--- src/rtl/sc_spi_target_if.sv ---
// rtl/sc_spi_target_if.sv - SPI pin and local word bus bundle for sc_spi_target
// master: SPI master plus local host view; slave: the target engine.
interface sc_spi_target_if #(
   parameter int DATA_WIDTH = 8
);
   logic [1:0]            CLK_MODE;
   logic                  SPICLK;
   logic                  SPICSB;
   logic                  SPIMOSI;
   logic                  SPIMISO;
   logic                  SPIMISO_OE;
   logic [DATA_WIDTH-1:0] TX_DATA;
   logic                  TX_VALID;
   logic                  TX_READY;
   logic [DATA_WIDTH-1:0] RX_DATA;
   logic                  RX_VALID;
   logic                  TX_UNDERRUN;

   modport master (
      output CLK_MODE, SPICLK, SPICSB, SPIMOSI, TX_DATA, TX_VALID,
      input  SPIMISO, SPIMISO_OE, TX_READY, RX_DATA, RX_VALID, TX_UNDERRUN
   );

   modport slave (
      input  CLK_MODE, SPICLK, SPICSB, SPIMOSI, TX_DATA, TX_VALID,
      output SPIMISO, SPIMISO_OE, TX_READY, RX_DATA, RX_VALID, TX_UNDERRUN
   );
endinterface

--- src/rtl/sc_spi_target.sv ---
// rtl/sc_spi_target.sv - oversampled SPI target shift engine
// Synchronises the SPI pins to SRCCLK, detects mode-dependent edges, and moves words MSB first.
module sc_spi_target #(
   parameter int DATA_WIDTH  = 8,
   parameter int SYNC_STAGES = 2
) (
   input  logic           SRCCLK,
   input  logic           SYSRST,
   sc_spi_target_if.slave bus
);
   localparam int CW = (DATA_WIDTH > 1) ? $clog2(DATA_WIDTH) : 1;
   localparam logic [CW-1:0] LAST_BIT = CW'(DATA_WIDTH - 1);

   typedef enum logic {IDLE, ACTIVE} state_t;
   state_t state, state_next;

   logic [SYNC_STAGES-1:0] clk_sync, csb_sync, mosi_sync;
   logic                   clk_s, csb_s, mosi_s, clk_d;
   logic                   rise, fall, lead_edge, trail_edge, sample_edge, shift_edge;
   logic [1:0]             mode_q;
   logic [CW-1:0]          bit_cnt;
   logic                   hold, load_pend;
   logic [DATA_WIDTH-1:0]  rx_shift, rx_data_q, tx_shift, tx_buf;
   logic                   buf_full, rx_valid_q, underrun_q;
   logic                   start, stop, do_load, do_sample, do_shift, clr_hold;

   always_ff @(posedge SRCCLK) begin
      if (SYSRST) begin
         clk_sync  <= '0;
         csb_sync  <= '1;
         mosi_sync <= '0;
         clk_d     <= 1'b0;
      end else begin
         clk_sync  <= {clk_sync[SYNC_STAGES-2:0], bus.SPICLK};
         csb_sync  <= {csb_sync[SYNC_STAGES-2:0], bus.SPICSB};
         mosi_sync <= {mosi_sync[SYNC_STAGES-2:0], bus.SPIMOSI};
         clk_d     <= clk_s;
      end
   end

   assign clk_s  = clk_sync[SYNC_STAGES-1];
   assign csb_s  = csb_sync[SYNC_STAGES-1];
   assign mosi_s = mosi_sync[SYNC_STAGES-1];

   assign rise        = clk_s & ~clk_d;
   assign fall        = ~clk_s & clk_d;
   assign lead_edge   = mode_q[1] ? fall : rise;
   assign trail_edge  = mode_q[1] ? rise : fall;
   assign sample_edge = mode_q[0] ? trail_edge : lead_edge;
   assign shift_edge  = mode_q[0] ? lead_edge : trail_edge;

   always_ff @(posedge SRCCLK) begin
      if (SYSRST) state <= IDLE;
      else        state <= state_next;
   end

   // Deselect takes priority over any clock edge seen in the same cycle.
   always_comb begin
      state_next = state;
      start      = 1'b0;
      stop       = 1'b0;
      do_load    = 1'b0;
      do_sample  = 1'b0;
      do_shift   = 1'b0;
      clr_hold   = 1'b0;
      case (state)
         IDLE: begin
            if (!csb_s) begin
               state_next = ACTIVE;
               start      = 1'b1;
               do_load    = 1'b1;
            end
         end
         ACTIVE: begin
            if (csb_s) begin
               state_next = IDLE;
               stop       = 1'b1;
            end else begin
               do_sample = sample_edge;
               if (shift_edge) begin
                  if (hold)           clr_hold = 1'b1;
                  else if (load_pend) do_load  = 1'b1;
                  else                do_shift = 1'b1;
               end
            end
         end
         default: state_next = IDLE;
      endcase
   end

   always_ff @(posedge SRCCLK) begin
      if (SYSRST) begin
         mode_q     <= 2'b00;
         bit_cnt    <= '0;
         hold       <= 1'b0;
         load_pend  <= 1'b0;
         rx_shift   <= '0;
         rx_data_q  <= '0;
         rx_valid_q <= 1'b0;
         tx_shift   <= '0;
         tx_buf     <= '0;
         buf_full   <= 1'b0;
         underrun_q <= 1'b0;
      end else begin
         rx_valid_q <= 1'b0;
         underrun_q <= 1'b0;
         if (start) begin
            mode_q  <= bus.CLK_MODE;
            bit_cnt <= '0;
            hold    <= bus.CLK_MODE[0];
         end
         if (stop) begin
            bit_cnt   <= '0;
            hold      <= 1'b0;
            load_pend <= 1'b0;
         end
         if (clr_hold) hold <= 1'b0;
         if (do_load) begin
            load_pend <= 1'b0;
            if (buf_full) begin
               tx_shift <= tx_buf;
               buf_full <= 1'b0;
            end else begin
               tx_shift   <= '1;
               underrun_q <= 1'b1;
            end
         end else if (do_shift) begin
            tx_shift <= {tx_shift[DATA_WIDTH-2:0], 1'b1};
         end
         if (do_sample) begin
            rx_shift <= {rx_shift[DATA_WIDTH-2:0], mosi_s};
            if (bit_cnt == LAST_BIT) begin
               rx_data_q  <= {rx_shift[DATA_WIDTH-2:0], mosi_s};
               rx_valid_q <= 1'b1;
               bit_cnt    <= '0;
               load_pend  <= 1'b1;
            end else begin
               bit_cnt <= bit_cnt + 1'b1;
            end
         end
         // A load that empties the buffer never coincides with an accept, since accept needs it empty.
         if (bus.TX_VALID && !buf_full) begin
            tx_buf   <= bus.TX_DATA;
            buf_full <= 1'b1;
         end
      end
   end

   assign bus.SPIMISO     = (state == ACTIVE) & tx_shift[DATA_WIDTH-1];
   assign bus.SPIMISO_OE  = (state == ACTIVE);
   assign bus.TX_READY    = ~buf_full;
   assign bus.RX_DATA     = rx_data_q;
   assign bus.RX_VALID    = rx_valid_q;
   assign bus.TX_UNDERRUN = underrun_q;
endmodule
--- src/flat_wrapper.sv ---
// flat-port wrapper written by rule: the top's interface ports become plain ports
module sc_spi_target_flat 
#(
   parameter int DATA_WIDTH  = 8,
   parameter int SYNC_STAGES = 2
)
  (SRCCLK, SYSRST, bus_CLK_MODE, bus_SPICLK, bus_SPICSB, bus_SPIMOSI, bus_TX_DATA, bus_TX_VALID, bus_SPIMISO, bus_SPIMISO_OE, bus_TX_READY, bus_RX_DATA, bus_RX_VALID, bus_TX_UNDERRUN);
  sc_spi_target_if #(.DATA_WIDTH(DATA_WIDTH)) bus_i ();
  input  logic SRCCLK;
  input  logic SYSRST;
  input wire logic [$bits(bus_i.CLK_MODE)-1:0] bus_CLK_MODE;
  input wire logic [$bits(bus_i.SPICLK)-1:0] bus_SPICLK;
  input wire logic [$bits(bus_i.SPICSB)-1:0] bus_SPICSB;
  input wire logic [$bits(bus_i.SPIMOSI)-1:0] bus_SPIMOSI;
  input wire logic [$bits(bus_i.TX_DATA)-1:0] bus_TX_DATA;
  input wire logic [$bits(bus_i.TX_VALID)-1:0] bus_TX_VALID;
  output wire logic [$bits(bus_i.SPIMISO)-1:0] bus_SPIMISO;
  output wire logic [$bits(bus_i.SPIMISO_OE)-1:0] bus_SPIMISO_OE;
  output wire logic [$bits(bus_i.TX_READY)-1:0] bus_TX_READY;
  output wire logic [$bits(bus_i.RX_DATA)-1:0] bus_RX_DATA;
  output wire logic [$bits(bus_i.RX_VALID)-1:0] bus_RX_VALID;
  output wire logic [$bits(bus_i.TX_UNDERRUN)-1:0] bus_TX_UNDERRUN;
  assign bus_i.CLK_MODE = bus_CLK_MODE;
  assign bus_i.SPICLK = bus_SPICLK;
  assign bus_i.SPICSB = bus_SPICSB;
  assign bus_i.SPIMOSI = bus_SPIMOSI;
  assign bus_i.TX_DATA = bus_TX_DATA;
  assign bus_i.TX_VALID = bus_TX_VALID;
  assign bus_SPIMISO = bus_i.SPIMISO;
  assign bus_SPIMISO_OE = bus_i.SPIMISO_OE;
  assign bus_TX_READY = bus_i.TX_READY;
  assign bus_RX_DATA = bus_i.RX_DATA;
  assign bus_RX_VALID = bus_i.RX_VALID;
  assign bus_TX_UNDERRUN = bus_i.TX_UNDERRUN;
  sc_spi_target #(.DATA_WIDTH(DATA_WIDTH), .SYNC_STAGES(SYNC_STAGES)) u_core (.SRCCLK(SRCCLK), .SYSRST(SYSRST), .bus(bus_i));
endmodule
--- config.mk ---
export PLATFORM = sky130hd
export DESIGN_NAME = sc_spi_target_flat
export DESIGN_NICKNAME = d
export VERILOG_FILES = /design/src/rtl/sc_spi_target_if.sv /design/src/rtl/sc_spi_target.sv /design/src/flat_wrapper.sv
export SDC_FILE = /design/constraint.sdc
export NUM_CORES = 1
export LEC_CHECK = 0
export ABC_CLOCK_PERIOD_IN_PS = 4290
export CORE_MARGIN = 2
export CORE_UTILIZATION = 49
export CTS_CLUSTER_DIAMETER = 40
export CTS_CLUSTER_SIZE = 10
export DETAILED_ROUTE_END_ITERATION = 16
export GPL_ROUTABILITY_DRIVEN = 0
export PLACE_DENSITY = 0.73
export SLEW_MARGIN = 40
export SYNTH_ARGS = -nofsm -noshare
export SYNTH_HDL_FRONTEND = slang
export SYNTH_SLANG_ARGS = --single-unit
--- constraint.sdc ---
create_clock -name SRCCLK -period 4.29 [get_ports SRCCLK]
set_input_delay 0.858 -clock SRCCLK [delete_from_list [all_inputs] [get_ports SRCCLK]]
set_output_delay 0.858 -clock SRCCLK [all_outputs]
set_load 0.05 [all_outputs]
==> flow_summary.toml <==
[power_and_ir_drop]
p_total_uw = 802
p_leak_uw = 0.000855
ir_drop_uv = 194
p_sw_share_pct = 23.4
p_comb_share_pct = 8.2
p_switching_uw = 188
internal-power_uw = 614
clockPowerShare_pct = 32.2
powerDensity_nw_per_um2 = 343
power_frac_seq_pct = 59.6

[synthesis]
synth_top_cell_area_share_pct = 50.1
netlist_instances = 206
synth.cell_area_um2 = 1960
ys_seq_elements = 49
synth_warnings = 0
async_flop_share_pct = 0
synth-edff-count = 0
syn_nets = 224
synth_top_area_cell = "dfxtp_1"
synthTopCellsByArea = "dfxtp_1, mux2i_1, a21oi_1, o221a_2, nand2_1"
syn_avg_cell_area_um2 = 9.50
synth_ff_type = "dfxtp_1"
ys_types = 34
yosysSeqAreaShare_pct = 50.1

[critical_path]
worst-path-buf-inv = 1
crit_path_end_kind = "output port"
crit_chain = "and2_1 -> clkdlybuf4s50_1"
cp-start-kind = "register"
arrival_ns = 1.79
crit_path_max_fanout = 10
cpPeakStageDelay_ns = 0.80
crit_family = "buffers and inverters"
crit_type = "register to output port"
critical_path.slowest_cell = "clkdlybuf4s50_1"
critPathRequiredTime_ns = 3.43

[clock_tree]
cts-root-buf = "clkbuf_8"
cts_buffers = 5
cts_sinks = 49
tritoncts = "done"
cts-resized-gates = 0
clkTransAtPathRegs_ns = 0.08
clk_latency_ns = 0.30
htreeDepth = 2
cts_hold_buffers = 0
post_cts.repair.setup_buffers = 0
clockBufferDepth = 2

[floorplanning]
initial_utilization_pct = 52.3
io_pins = 29
die_y_um = 67.2
die_w_um = 67.2
core_area_um2 = 3740
die-area_um2 = 4520
row_count = 22

[route]
top_layer = "met4"
drcViolationCount = 0
wl_met3_um = 199
wl_met2_mm = 1.68
drt_wl_total_mm = 3.66
wl_per_cell_um = 13.2
wl_met1_mm = 1.76
vias_per_cell = 5.55
ant_nets = 0
dr_total_vias = 1537
firstDrtPassIters = 4
drtIter0Drc = 92

[place]
dp_slack_ns = 1.64
io_buffers = 28
dp_hpwl_mm = 2.50
placed_cells = 269

[sta]
layout_setup_ws_ns = 1.64
drv_slew = 0
setup_viol = 0
finalClockSkew_ns = 0.00657
final_hold_viol_count = 0
setup_tns_ns = 0
fin_crit_sh_pct = 61.7
maxClockFrequency_mhz = 378
tightest_slew_ns = 0.804
slew_headroom_pct = 46.3
rsz0062_at_grt = "no"
final.min_clock_period_ns = 2.65

[global_routing]
grt_usage_pct = 17.9
grt_pass1_vias = 1369
grt_pass1_wl_mm = 6.12
antenna_found_initial = 0
grt-ovfl-total = 0
grt_max_degree = 40

[final_layout]
drive_above_1_share_pct = 12.7
diodes = 0
final-instance-count-excl-fill = 277
fillers = 344
multi_input_area_um2 = 912
fin_util_pct = 62.5
final_net_count = 246
regArea_um2 = 981
syn2layout_area_growth_pct = 19.5

[flow_run]
max_cap_violations = 0

[hold_path]
holdCritPathClass = "register to register"

[run_status]
status = "complete, no violations"
==> synthesized netlist by cell type (all sizes together), types with 2 or more instances <==
cell / count
a21o: 2
a21oi: 20
buf: 5
clkbuf: 9
dfxtp: 49
ha: 2
inv: 2
mux2: 2
mux2i: 18
nand2: 20
nand2b: 3
nand3: 11
nor2: 20
nor2b: 7
nor4bb: 2
o211a: 2
o211ai: 3
o21ai: 10
o221a: 8
or2: 3
==> metrics by stage <==
stage	cell area, µm²	hold WS (ns)
floorplan	1960	0.389
global placement	2250	0.401
detailed placement	2250	0.404
CTS	2330	0.426
global route	2340	0.437
finish	2340	0.418
==> kinds of logic after synthesis <==
logic type,synth area share (%)
flip-flops,50.1
XOR/XNOR,1.28
AND/OR/NAND/NOR,17.2
buffers and inverters,3.58
AO/OA/AOI/OAI,15.8
adder cells (fa/ha/maj),1.28
multiplexers,10.7
==> state kept, by name, summed over array words and instances, names as in the netlist, 2 cells and up <==
register            count
u_core.mode_q           2
u_core.mosi_sync        2
u_core.clk_sync         2
u_core.rx_shift         7
u_core.csb_sync         2
u_core.bit_cnt          3
u_core.bus.RX_DATA      8
u_core.tx_shift         8
u_core.tx_buf           8
==> layout make-up <==
class	count	area share (%)
Timing Repair Buffer	29	12.3
Multi-Input combinational cell	140	39.0
Tap cell	48	2.57
Inverter	3	0.482
Clock inverter	3	0.749
Sequential cell	49	41.9
Clock buffer	5	2.94
==> routing by layer <==
metal	GRT usage (%)	up-vias
li1	-	759
met1	22.5	736
met2	28.1	40
met3	6.50	2
met4	7.14	0
met5	0	-
==> cells in the final DEF (no fill, tap or decap), types with 2 or more instances in the layout <==
cell type / n
mux2i_1: 16
o211a_1: 2
nand2b_1: 3
o21ai_0: 9
o211ai_1: 3
clkdlybuf4s50_1: 28
nand2_1: 20
clkinv_2: 2
o221a_2: 8
inv_1: 2
or2_2: 3
ha_1: 2
nor2b_1: 6
mux2i_2: 2
nand3_1: 11
nor2_1: 20
a21oi_1: 20
dfxtp_1: 49
nor4bb_1: 2
clkbuf_8: 5
==> power by group through the flow <==
stage	Combinational [µW]	Sequential (µW)	Clock (µW)
after global routing	71.6	480	282
after CTS	65.8	478	267
after global placement	63.6	488	0
after detailed placement	65.5	488	0
final	66.0	478	258
after floorplan	42.9	486	0
==> path summary, 6_finish.rpt <==
check	start	end	slack [ns]	cells past startpoint
max	u_core.bus.SPIMISO_OE	bus_SPIMISO	1.64	2
min	u_core.csb_sync[0]	u_core.csb_sync[1]	0.42	1
max reg2reg	u_core.mode_q[1]	u_core.bus.RX_DATA[2]	2.10	4
min reg2reg	u_core.csb_sync[0]	u_core.csb_sync[1]	0.42	1
Note: power is estimated with default switching activity, not from simulation.
